### config.mk
export PLATFORM = sky130hd
export DESIGN_NAME = ila_generator_mw
export DESIGN_NICKNAME = d
export VERILOG_FILES = /design/src/rtl/ila_generator_mw.sv
export SDC_FILE = /design/constraint.sdc
export NUM_CORES = 1
export LEC_CHECK = 0
export CAP_MARGIN = 10
export CORE_MARGIN = 5
export CORE_UTILIZATION = 40
export CTS_CLUSTER_DIAMETER = 50
export DETAILED_ROUTE_END_ITERATION = 8
export PLACE_DENSITY_LB_ADDON = 0.05
export SLEW_MARGIN = 20
export SYNTH_ARGS = -nofsm -noshare
export SYNTH_HDL_FRONTEND = slang
export SYNTH_SLANG_ARGS = --single-unit
### constraint.sdc
create_clock -name clk -period 3.59 [get_ports clk]
set_input_delay 0.718 -clock clk [delete_from_list [all_inputs] [get_ports clk]]
set_output_delay 0.718 -clock clk [all_outputs]
set_load 0.1 [all_outputs]
### src/rtl/ila_generator_mw.sv
// ila_generator_mw: JESD204B initial lane alignment generator, OCTETS octets
// per beat, ILA_MF multiframes per sequence, aligned to the LMFC pulse.
// Optional macro ILA_RAMP_EN: filler octets carry i[7:0] (a ramp restarting
// each multiframe) instead of 8'h00.
//
// state      | meaning
// IDLE       | /K/ fill, waiting for a rising edge of i_seq_start
// WAIT_LMFC  | config captured, /K/ fill until i_lmfc_pulse
// SEND       | ILA beats streaming, position kept by the internal count
`timescale 1ns/1ps
module ila_generator_mw #(
  parameter int OCTETS   = 4,
  parameter int ILA_MF   = 4,
  parameter int SUBCLASS = 1
) (
  input  logic                clk,
  input  logic                rst_n,
  input  logic                i_seq_start,
  input  logic                i_lmfc_pulse,
  input  logic [7:0]          i_DID,
  input  logic [3:0]          i_BID,
  input  logic [4:0]          i_LID,
  input  logic [4:0]          i_L,
  input  logic [7:0]          i_M,
  input  logic [4:0]          i_N,
  input  logic [1:0]          i_CS,
  input  logic [4:0]          i_N_ap,
  input  logic [7:0]          i_F,
  input  logic [4:0]          i_K,
  input  logic [4:0]          i_S,
  input  logic                i_HD,
  input  logic [4:0]          i_CF,
  input  logic                i_SCR,
  output logic [8*OCTETS-1:0] o_data,
  output logic [OCTETS-1:0]   o_k,
  output logic                o_vld,
  output logic                o_seq_end,
  output logic                o_cfg_err
);

  localparam logic [7:0]  K_CHAR     = 8'hBC;
  localparam logic [7:0]  R_CHAR     = 8'h1C;
  localparam logic [7:0]  A_CHAR     = 8'h7C;
  localparam logic [7:0]  Q_CHAR     = 8'h9C;
  localparam logic [13:0] OCT_STEP   = 14'(OCTETS);
  localparam logic [13:0] OCT_MASK   = 14'(OCTETS - 1);
  localparam logic [4:0]  LAST_MF    = 5'(ILA_MF - 1);
  localparam logic [2:0]  SUBCLASS_F = 3'(SUBCLASS);

  typedef enum logic [1:0] {IDLE, WAIT_LMFC, SEND} state_t;

  state_t           state;
  logic             seq_prev;
  logic [13:0]      oct_idx;
  logic [4:0]       mf_idx;
  logic [13:0]      fk_q;
  logic [13:0][7:0] cfg_q;

  logic [13:0]         fk_live;
  logic [13:0][7:0]    cfg_live;
  logic [7:0]          fchk_live;
  logic                cfg_ok;
  logic                seq_rise;
  logic                mf_wrap;
  logic                last_beat;
  logic [13:0]         oct_j;
  logic [3:0]          cfg_sel;
  logic [8*OCTETS-1:0] beat_data;
  logic [OCTETS-1:0]   beat_k;

  assign fk_live   = (14'(i_F) + 14'd1) * (14'(i_K) + 14'd1);
  assign cfg_ok    = (fk_live >= 14'd17) && ((fk_live & OCT_MASK) == 14'd0);
  assign seq_rise  = i_seq_start & ~seq_prev;
  assign mf_wrap   = (oct_idx + OCT_STEP) == fk_q;
  assign last_beat = mf_wrap && (mf_idx == LAST_MF);

  // Live link config octets; FCHK is summed here so it is registered at capture.
  always_comb begin
    cfg_live     = '0;
    cfg_live[0]  = i_DID;
    cfg_live[1]  = {4'h0, i_BID};
    cfg_live[2]  = {3'b000, i_LID};
    cfg_live[3]  = {i_SCR, 2'b00, i_L};
    cfg_live[4]  = i_F;
    cfg_live[5]  = {3'b000, i_K};
    cfg_live[6]  = i_M;
    cfg_live[7]  = {i_CS, 1'b0, i_N};
    cfg_live[8]  = {SUBCLASS_F, i_N_ap};
    cfg_live[9]  = {3'b001, i_S};
    cfg_live[10] = {i_HD, 2'b00, i_CF};
    fchk_live    = 8'h00;
    for (int c = 0; c < 13; c++) begin
      fchk_live = fchk_live + cfg_live[c];
    end
    cfg_live[13] = fchk_live;
  end

  // Octet content for the beat at (oct_idx, mf_idx); a beat never spans a
  // multiframe because FK is a multiple of OCTETS.
  always_comb begin
    beat_data = '0;
    beat_k    = '0;
    oct_j     = '0;
    cfg_sel   = '0;
    for (int j = 0; j < OCTETS; j++) begin
      oct_j   = oct_idx + 14'(j);
      cfg_sel = oct_j[3:0] - 4'd2;
      if (oct_j == 14'd0) begin
        beat_data[8*j +: 8] = R_CHAR;
        beat_k[j]           = 1'b1;
      end else if (oct_j == fk_q - 14'd1) begin
        beat_data[8*j +: 8] = A_CHAR;
        beat_k[j]           = 1'b1;
      end else if (mf_idx == 5'd1 && oct_j == 14'd1) begin
        beat_data[8*j +: 8] = Q_CHAR;
        beat_k[j]           = 1'b1;
      end else if (mf_idx == 5'd1 && oct_j <= 14'd15) begin
        beat_data[8*j +: 8] = cfg_q[cfg_sel];
      end else begin
`ifdef ILA_RAMP_EN
        beat_data[8*j +: 8] = oct_j[7:0];
`else
        beat_data[8*j +: 8] = 8'h00;
`endif
      end
    end
  end

  // Sequencing FSM with registered outputs; /K/ is the default every beat.
  always_ff @(posedge clk or negedge rst_n) begin
    if (!rst_n) begin
      state     <= IDLE;
      seq_prev  <= 1'b0;
      oct_idx   <= '0;
      mf_idx    <= '0;
      fk_q      <= '0;
      cfg_q     <= '0;
      o_data    <= {OCTETS{K_CHAR}};
      o_k       <= '1;
      o_vld     <= 1'b0;
      o_seq_end <= 1'b0;
      o_cfg_err <= 1'b0;
    end else begin
      seq_prev  <= i_seq_start;
      o_data    <= {OCTETS{K_CHAR}};
      o_k       <= '1;
      o_vld     <= 1'b0;
      o_seq_end <= 1'b0;
      case (state)
        IDLE: begin
          oct_idx <= '0;
          mf_idx  <= '0;
          if (seq_rise) begin
            if (cfg_ok) begin
              o_cfg_err <= 1'b0;
              fk_q      <= fk_live;
              cfg_q     <= cfg_live;
              state     <= WAIT_LMFC;
            end else begin
              o_cfg_err <= 1'b1;
            end
          end
        end
        WAIT_LMFC, SEND: begin
          if (!i_seq_start) begin
            state   <= IDLE;
            oct_idx <= '0;
            mf_idx  <= '0;
          end else if (state == SEND || i_lmfc_pulse) begin
            o_data <= beat_data;
            o_k    <= beat_k;
            o_vld  <= 1'b1;
            if (last_beat) begin
              o_seq_end <= 1'b1;
              state     <= IDLE;
              oct_idx   <= '0;
              mf_idx    <= '0;
            end else begin
              state <= SEND;
              if (mf_wrap) begin
                oct_idx <= '0;
                mf_idx  <= mf_idx + 5'd1;
              end else begin
                oct_idx <= oct_idx + OCT_STEP;
              end
            end
          end
        end
        default: state <= IDLE;
      endcase
    end
  end

endmodule

==> impl_metrics.env <==
export IMPL_status="finished with violations"
export IMPL_failed_checks="setup timing"
export IMPL_async_flop_share_pct=100
export IMPL_synth_common_cells="dfrtp_1, inv_1, mux2_2, fa_1, o21ai_0"
export IMPL_power_leakage_nw=6.76
export IMPL_syn_nets=1191
export IMPL_area_growth_pct=41.1
export IMPL_path_class="primary input to flip-flop"
export IMPL_ir_drop_uv=432
export IMPL_initial_core_util_pct=40.3
export IMPL_clk_pin_slew_ns=0.08
export IMPL_vias_per_cell=5.12
export IMPL_ys_seq_area_share_pct=36.2
export IMPL_grt_pass1_vias=8712
export IMPL_cp_arrival_ns=5.57
export IMPL_htreeDepth=4
export IMPL_port_buffers=109
export IMPL_synthCells=994
export IMPL_finalSetupViolations=93
export IMPL_cts_sinks=149
export IMPL_netSwitchingFraction_pct=40.2
export IMPL_yosys_register_bits=149
export IMPL_finalCriticalPeriod_ns=5.26
export IMPL_worst_path_most_repeated_cell="fa_1"
export IMPL_yosys_top_cells_area="dfrtp_1, fa_1, mux2_2, ha_1, dfstp_2"
export IMPL_syn_avg_cell_area_um2=10.4
export IMPL_start_kind="primary input"
export IMPL_cts_root_buf="clkbuf_16"
export IMPL_min_path_type="primary input to asynchronous set/reset pin"
export IMPL_final_antenna_net_count=0
export IMPL_setup_slack_ns=-1.67
export IMPL_drtIter0Drc=402
export IMPL_p_seq_share_pct=24.7
export IMPL_cts_inserted_buffers=17
export IMPL_power_mw=10.7
export IMPL_die_y_um=171
export IMPL_insertion_delay_ns=0.43
export IMPL_tightest_slew_ns=0.985
export IMPL_rsz0062_at_grt="yes"
export IMPL_synth_adder_area_share_pct=20.4
export IMPL_path_max_fanout=7
export IMPL_synth_area_leader_cell="dfrtp_1"
export IMPL_cpPeakStageDelay_ns=0.50
export IMPL_routed_wirelength_um=29500
export IMPL_grt_pass1_wl_um=47500
export IMPL_syn_cell_area_um2=10400
export IMPL_synth_edf_count=0
export IMPL_avgRoutedWirePerCell_um=18.5
export IMPL_synth_simple_area_share_pct=11.5
export IMPL_fin_crit_sh_pct=146
export IMPL_die_area_um2=29200
export IMPL_post_route_drc_count=0
export IMPL_synth_top_family_by_area="adder cells"
export IMPL_final_core_util_pct=56.8
export IMPL_drive_gt1_share_pct=33.8
export IMPL_die_w_um=171
export IMPL_num_rows=59
export IMPL_combPwrFrac_pct=57.5
export IMPL_power_density_nw_per_um2=729
export IMPL_hold_ws_ns=0.232
export IMPL_skew_ns=0.0160
export IMPL_drv_slew=0
export IMPL_hpwl_um=21900
export IMPL_p_switching_mw=4.29
export IMPL_ys_types=60
export IMPL_grt_overflow=0
export IMPL_fmax_ghz=0.190
export IMPL_diodes=0
export IMPL_core_um2=25800
export IMPL_drtPass1Iterations=4
export IMPL_cts_tree="yes"
export IMPL_io_pins=110
export IMPL_internal_power_mw=6.38
export IMPL_synth_area_mux_share_pct=10.7
export IMPL_synth_compound_area_share_pct=10.5
export IMPL_vias=8169
export IMPL_clockBufferDepth=2
export IMPL_drv_cap=0
export IMPL_synth_xor_area_share_pct=5.07
export IMPL_grt_max_degree=66
export IMPL_yosysTopAreaCellShare_pct=30.2
export IMPL_antenna_found_initial=0
export IMPL_clockPowerShare_pct=17.7
export IMPL_crit_chain="buf_2 > and3_4 > and3_4 > xnor2_4 > or2_4 > fa_1 > inv_1 > fa_1 > inv_1 > fa_1 > inv_2 > ha_4 > a21o_1 > nand2_2 > buf_4 > a311oi_2 > a211oi_2 > xnor2_2 > o41ai_4 > or2_4 > buf_12 > buf_12 > buf_16 > mux2_4"
export IMPL_cp_slowest_cell="fa_1"
export IMPL_routabilityCongestion=0.840
export IMPL_finalHoldViolations=0
export IMPL_hold_buffers=0
export IMPL_maxSlewHeadroom_pct=34.2
export IMPL_synth_main_ff_cell="dfrtp_1"
export IMPL_grt_util_all_layers_pct=20.7
export IMPL_synth_most_common_cell="dfrtp_1"
export IMPL_nNetsFinal=1446
export IMPL_worstSetupEndpointType="flip-flop"
export IMPL_worstPathRequired_ns=3.90
export IMPL_yosysWarningCount=0
[final timing paths]
path / slack, ns / to / from / cells past startpoint
max in group asynchronous: 2.52 / o_data[7] / rst_n / 2
worst max register to register: 0.41 / o_data[16] / fk_q[3] / 11
worst max-delay path: -1.67 / cfg_q[1] / i_F[4] / 24
worst min register to register: 0.46 / cfg_q[77] / cfg_q[77] / 1
min in group clk: 0.46 / cfg_q[77] / cfg_q[77] / 1
worst min-delay path: 0.23 / o_data[25] / rst_n / 1
[cell type report]
class                      instances  area, um^2
multi-input combinational        692        6770
clock buffer                      17         425
timing repair buffer             284        2660
clock inverter                    15         208
sequential                       149        3760
tap                              335         419
fill                            2266       11100
inverter                         105         394
[logic make-up after synthesis]
group                    Yosys count
buffers and inverters            153
flip-flops                       149
AO/OA/AOI/OAI                    173
adder cells (fa/ha/maj)          126
AND/OR/NAND/NOR                  237
XOR/XNOR                          60
multiplexers                      96
[layout by cell type, fill, tap and decap left out, types with 15 or more instances in the layout]
cell type | Yosys | layout
ha_1 | 54 | 46
mux2i_1 | 16 | 16
clkbuf_16 | 0 | 21
dfstp_2 | 24 | 24
inv_1 | 104 | 99
nand3_1 | 20 | 16
a21oi_1 | 30 | 29
clkdlybuf4s50_1 | 0 | 71
nor2_1 | 55 | 53
xnor2_1 | 42 | 33
nor3_1 | 16 | 15
mux2_4 | 0 | 65
nand2_1 | 54 | 49
fa_1 | 72 | 70
xor2_1 | 18 | 15
o21ai_0 | 66 | 57
buf_4 | 0 | 167
dfrtp_1 | 125 | 125
[what timing repair did]
action	in CTS	in global routing
pin swaps	34	29
buffers inserted	20	9
gates resized for setup	170	31
setup endpoints to repair	93	93
gates cloned	6	4
[state kept, by name, summed over array words and instances (netlist names)]
| register | flops |
|---|---|
| o_data | 32 |
| o_k | 4 |
| seq_prev | 1 |
| fk_q | 14 |
| o_seq_end | 1 |
| state | 2 |
| oct_idx | 12 |
| cfg_q | 76 |
| o_cfg_err | 1 |
| o_vld | 1 |
| mf_idx | 5 |
[layer usage]
| metal | up-vias | GRT usage [%] | wire (um) |
|---|---|---|---|
| li1 | 3919 | - | - |
| met1 | 4074 | 29.3 | 14000 |
| met2 | 154 | 34.3 | 14000 |
| met3 | 22 | 3.42 | 1320 |
| met4 | 0 | 3.55 | 247 |
| met5 | - | 0 | 0 |
[power by group through the flow]
stage | sequential (mW) | clock (mW) | combinational, mW
floorplan | 2.90 | 0 | 3.38
global placement | 2.63 | 0 | 5.42
detailed placement | 2.64 | 0 | 5.44
CTS | 2.63 | 1.93 | 5.99
global route | 2.71 | 2.00 | 6.78
finish | 2.64 | 1.89 | 6.14
[worst max-delay path, delay by kind of cell]
family / cells / cell delay [ns]
xor gates and xnor gates: 2 / 0.31
AOI/OAI and AO/OA: 4 / 0.79
adders and majority gates: 4 / 1.77
buffers and inverters: 8 / 0.78
muxes: 1 / 0.30
and+or+nand+nor: 5 / 0.90
[through the flow]
| stage | setup slack (ns) | TNS, ns | instance area [um^2] | instances |
|---|---|---|---|---|
| 3_5_place_dp | -2.65 | -239.79 | 13000 | 1530 |
| 3_3_place_gp | -2.61 | -236.63 | 13000 | 1530 |
| 6_report | -1.67 | -145.15 | 14600 | 1597 |
| 2_1_floorplan | -1.68 | -152.24 | 10800 | 994 |
| 4_1_cts | -1.64 | -142.93 | 14400 | 1587 |
| 5_1_grt | -1.85 | -162.33 | 14600 | 1597 |
Power figures use the tool's default switching activity.
